File: src/rtl/bracket_scan_ctrl.sv
// Loop-skip sequencer: steps the PC Counter one address at a time to the matching
// bracket, tracking nesting depth, and reports done / error as one-cycle pulses.
module bracket_scan_ctrl #(
  parameter int              IW       = 8,
  parameter int              DW       = 8,
  parameter logic [IW-1:0]   OP_OPEN  = 8'h5B,
  parameter logic [IW-1:0]   OP_CLOSE = 8'h5D
) (
  input  logic          clk,
  input  logic          reset,
  input  logic          start,
  input  logic          dir,
  input  logic          abort,
  input  logic [IW-1:0] instr,
  input  logic          instr_valid,
  input  logic          pc_at_limit,
  output logic          pc_ce,
  output logic          pc_down,
  output logic          busy,
  output logic          done,
  output logic          error,
  output logic [DW-1:0] depth
);

  typedef enum logic [1:0] {
    IDLE = 2'd0,
    STEP = 2'd1,
    WAIT = 2'd2
  } state_t;

  localparam logic [DW-1:0] DEPTH_ONE = DW'(1);
  localparam logic [DW-1:0] DEPTH_MAX = '1;

  state_t        state, state_nxt;
  logic          pc_down_nxt;
  logic          done_nxt;
  logic          error_nxt;
  logic [DW-1:0] depth_nxt;
  logic          nest_in;
  logic          nest_out;

  // A bracket that opens in the scan direction nests deeper; the opposite one unwinds.
  function automatic logic opens_level(input logic [IW-1:0] op, input logic bwd);
    return bwd ? (op == OP_CLOSE) : (op == OP_OPEN);
  endfunction

  function automatic logic closes_level(input logic [IW-1:0] op, input logic bwd);
    return bwd ? (op == OP_OPEN) : (op == OP_CLOSE);
  endfunction

  // Depth saturates instead of wrapping; the caller turns saturation into an error.
  function automatic logic depth_full(input logic [DW-1:0] d);
    return d == DEPTH_MAX;
  endfunction

  assign nest_in  = opens_level(instr, pc_down);
  assign nest_out = closes_level(instr, pc_down);

  always_ff @(posedge clk) begin
    if (reset) begin
      state   <= IDLE;
      pc_down <= 1'b0;
      done    <= 1'b0;
      error   <= 1'b0;
      depth   <= '0;
    end else begin
      state   <= state_nxt;
      pc_down <= pc_down_nxt;
      done    <= done_nxt;
      error   <= error_nxt;
      depth   <= depth_nxt;
    end
  end

  always_comb begin
    state_nxt   = state;
    pc_down_nxt = pc_down;
    done_nxt    = 1'b0;
    error_nxt   = 1'b0;
    depth_nxt   = depth;
    case (state)
      IDLE: begin
        if (start) begin
          pc_down_nxt = dir;
          depth_nxt   = DEPTH_ONE;
          state_nxt   = STEP;
        end
      end
      STEP: begin
        if (abort) begin
          depth_nxt = '0;
          state_nxt = IDLE;
        end else if (pc_at_limit) begin
          error_nxt = 1'b1;
          state_nxt = IDLE;
        end else begin
          state_nxt = WAIT;
        end
      end
      WAIT: begin
        if (abort) begin
          depth_nxt = '0;
          state_nxt = IDLE;
        end else if (instr_valid) begin
          if (nest_in) begin
            if (depth_full(depth)) begin
              error_nxt = 1'b1;
              state_nxt = IDLE;
            end else begin
              depth_nxt = depth + DEPTH_ONE;
              state_nxt = STEP;
            end
          end else if (nest_out) begin
            depth_nxt = depth - DEPTH_ONE;
            if (depth == DEPTH_ONE) begin
              done_nxt  = 1'b1;
              state_nxt = IDLE;
            end else begin
              state_nxt = STEP;
            end
          end else begin
            state_nxt = STEP;
          end
        end
      end
      default: begin
        depth_nxt = '0;
        state_nxt = IDLE;
      end
    endcase
  end

  // pc_ce is masked by reset and abort so the PC never moves on a cancelled step.
  always_comb begin
    busy  = (state != IDLE);
    pc_ce = (state == STEP) && !pc_at_limit && !abort && !reset;
  end

endmodule

File: config.mk
export PLATFORM = sky130hd
export DESIGN_NAME = bracket_scan_ctrl
export DESIGN_NICKNAME = d
export VERILOG_FILES = /design/src/rtl/bracket_scan_ctrl.sv
export SDC_FILE = /design/constraint.sdc
export NUM_CORES = 1
export LEC_CHECK = 0
export BUFFER_PORTS_ARGS = -buffer_cell sky130_fd_sc_hd__buf_2
export CORE_ASPECT_RATIO = 0.75
export CORE_MARGIN = 2
export CORE_UTILIZATION = 51
export CTS_BUF_LIST = sky130_fd_sc_hd__clkbuf_8 sky130_fd_sc_hd__clkbuf_16
export CTS_CLUSTER_SIZE = 28
export DETAILED_ROUTE_END_ITERATION = 7
export PLACE_DENSITY_LB_ADDON = 0.05
export SLEW_MARGIN = 10
export SYNTH_ARGS = -nofsm -noshare
export SYNTH_HDL_FRONTEND = slang
export SYNTH_SLANG_ARGS = --single-unit
File: constraint.sdc
create_clock -name clk -period 3 [get_ports clk]
set_input_delay 0.6 -clock clk [delete_from_list [all_inputs] [get_ports clk]]
set_output_delay 0.6 -clock clk [all_outputs]
set_load 0.005 [all_outputs]
==> run summary <==
status: finished clean
prevailing post-synth register cell: dfxtp_1
# setup viols final: 0
DRC viols: 0
FFs w/ async S/R, synth: 0
top cell type's share of synthesized area: 0.255
IO Count: 28
Post-synth EDFFs: 0
effective utilization at floorplan: 0.565
top post-synthesis cells by area: dfxtp_1 (26%), ha_1 (8.6%), a21oi_1 (5.4%), mux2i_1 (4.9%), nand2_1 (4.8%)
CP Max Fanout: 8
first-iteration detailed-routing DRC count: 41
RSZ-0062 raised after global routing: no
Design Power: 0.000476 W
worst slew pin tran: 533 ps
Area Overhead vs Synth: 19.9%
number of port buffers: 27
cell taking the most area after synthesis: dfxtp_1
vias in the first global route: 970
Die W: 55.6 um
synth cell count leaders: dfxtp_1 (13), nand2_1 (13), a21oi_1 (11)
power per standard cell area: 389 nW/um2
Clock H-tree levels: 1
fill count: 159
Critical Path Start Type: input port
GRT overflow: 0
Post-Synth Simple-Gate Area: 0.330
R2R depth: 5
core region area: 1810 um2
WHS: 527 ps
adder-cell share of the synthesized area: 0.0859
CP required: 3180 ps
global-route wire length before repair: 4460 um
setup bufs post-CTS: 0
mux contribution to synthesized area: 0.0601
Avg Cell Area, Syn: 7.97 um2
max-slew violations: 0
routability cong.: 0.864
largest family of logic cells by synthesized area: simple AND/OR/NAND/NOR gates
skew final: 7.22 ps
drt wl/cell: 14.5 um
# hold bufs at CTS: 0
Arr. time, crit path: 2550 ps
final worst-path cycle share: 0.791
layout cells sized above 1: 0.223
Crit Reg-Reg Startpoint: pc_down
setup tns final: 0 ps
Seq/Total Area, Yosys: 0.255
Final Hold Vio Count: 0
vias: 1,113
worst hold path type: reg2reg
Detailed Route WL: 2590 um
FMAX: 0.421 GHz
Mapped Nets: 150
VDD IR max: 0.236 mV
worst hold stages: 2
layout net count: 180
Reg clk slew, reported paths: 60 ps
total CTS buffers: 3
Std-Cell Rows: 13
vias per std cell: 6.22
Worst Hold End: depth[5]
cells after synthesis: 128
Yosys cell types: 43
worst skew pair latency: 250 ps
Pre-antenna DRT Iters: 4
CTS-repair resized insts: 0
DIE AREA: 2380 um2
post-DP HPWL: 1980 um
Clock Root Buffer: clkbuf_8
Yosys reg bits: 13
Critical R2R Capture: depth[6]
CTS tree: done
fin crit period: 2370 ps
R2R Setup Slk: 730 ps
Pleak: 0.511 nW
post-route ant nets: 0
worst rel slew slack: 0.643
XOR/XNOR share of the synthesized area: 0.0172
kind of critical path: in2reg
Die Y: 42.7 um
Syn Std Cell Area: 1020 um2
nature of the critical path endpoint: flop
Synth Area in Compound Gates: 0.217
Yosys warning total: 0
GRT Overall Usage: 0.244
CTS max path bufs: 2
initial antenna violation count: 0
Finished Core Util: 0.677
CTS Sinks: 13
max_cap viols: 0
ANT cells: 0
min-delay src: depth[5]
pin count of the biggest net entering global routing: 13
## through the flow
| step | setup WS, ps | instances | area, um2 |
|---|---|---|---|
| 3_5_place_dp | 380 | 175 | 1180 |
| 5_1_grt | 563 | 179 | 1220 |
| 2_1_floorplan | 650 | 128 | 1020 |
| 6_report | 627 | 179 | 1220 |
| 3_3_place_gp | 433 | 175 | 1180 |
| 4_1_cts | 634 | 179 | 1220 |
## registers in the layout (all words and copies together) (netlist names)
| register | count |
|---|---|
| depth | 8 |
| state | 2 |
| done | 1 |
| error | 1 |
| pc_down | 1 |
## routing by layer
metal | GRT usage | vias to the layer above | share of wire
met1 | 0.353 | 523 | 0.48
li1 | - | 546 | -
met4 | 0.0732 | 0 | 0.011
met3 | 0.0701 | 5 | 0.076
met5 | 0 | - | 0
met2 | 0.348 | 39 | 0.43
## layout make-up
| type | instances | area [um2] | share of cell area |
|---|---|---|---|
| inverter | 6 | 22.5 | 0.0184 |
| clock inverter | 1 | 3.75 | 0.00307 |
| clock buffer | 3 | 41.3 | 0.0338 |
| tap | 22 | 27.5 | 0.0225 |
| sequential | 13 | 260 | 0.213 |
| multi-input combinational | 106 | 724 | 0.593 |
| timing repair buffer | 28 | 143 | 0.117 |
## layout by cell type (no fill, tap or decap), types with 3 or more instances in the layout
| master | count |
|---|---|
| buf_2 | 27 |
| nand2_1 | 13 |
| dfxtp_1 | 13 |
| a21oi_1 | 11 |
| nand3_1 | 8 |
| inv_1 | 7 |
| nor2_1 | 7 |
| ha_1 | 7 |
| mux2i_1 | 5 |
| nand2b_1 | 4 |
| nor3_1 | 4 |
| a31oi_1 | 3 |
| o31ai_1 | 3 |
| or4_1 | 3 |
| o21ai_0 | 3 |
| nor4b_1 | 3 |
| clkbuf_8 | 3 |
## worst max-delay path, cell delays in order
cell and delay, ps:
buf_2 130, or3b_1 430, a211oi_4 540, mux2_2 400, or3_1 310, a21oi_1 140
## cell families (layout without fill, tap and decap cells)
family | count (synthesis) | after routing
buffers and inverters | 9 | 38
DFF | 13 | 13
AOI/OAI and AO/OA | 32 | 32
adders and majority gates | 7 | 7
xor gates and xnor gates | 2 | 2
muxes | 6 | 6
and+or+nand+nor | 59 | 59
## power breakdown
group / total [W] / internal [W] / leakage [nW] / switching, W
Sequential: 0.000203 / 0.000183 / 0.106 / 0.0000200
Combinational: 0.000118 / 0.0000557 / 0.378 / 0.0000619
Clock: 0.000155 / 0.0000904 / 0.0269 / 0.0000642
Total: 0.000476 / 0.000330 / 0.511 / 0.000146
## how the worst max path moves through the flow
stage | end | slack, ps | cells past startpoint | start
final | depth[6] | 630 | 6 | instr[2]
after floorplan | depth[6] | 650 | 5 | instr[2]
after global routing | depth[6] | 560 | 6 | instr[1]
after detailed placement | depth[6] | 380 | 6 | instr[2]
after CTS | depth[6] | 630 | 6 | instr[2]
after global placement | depth[6] | 430 | 6 | instr[2]
No activity file was read; power rests on OpenSTA's default activity.
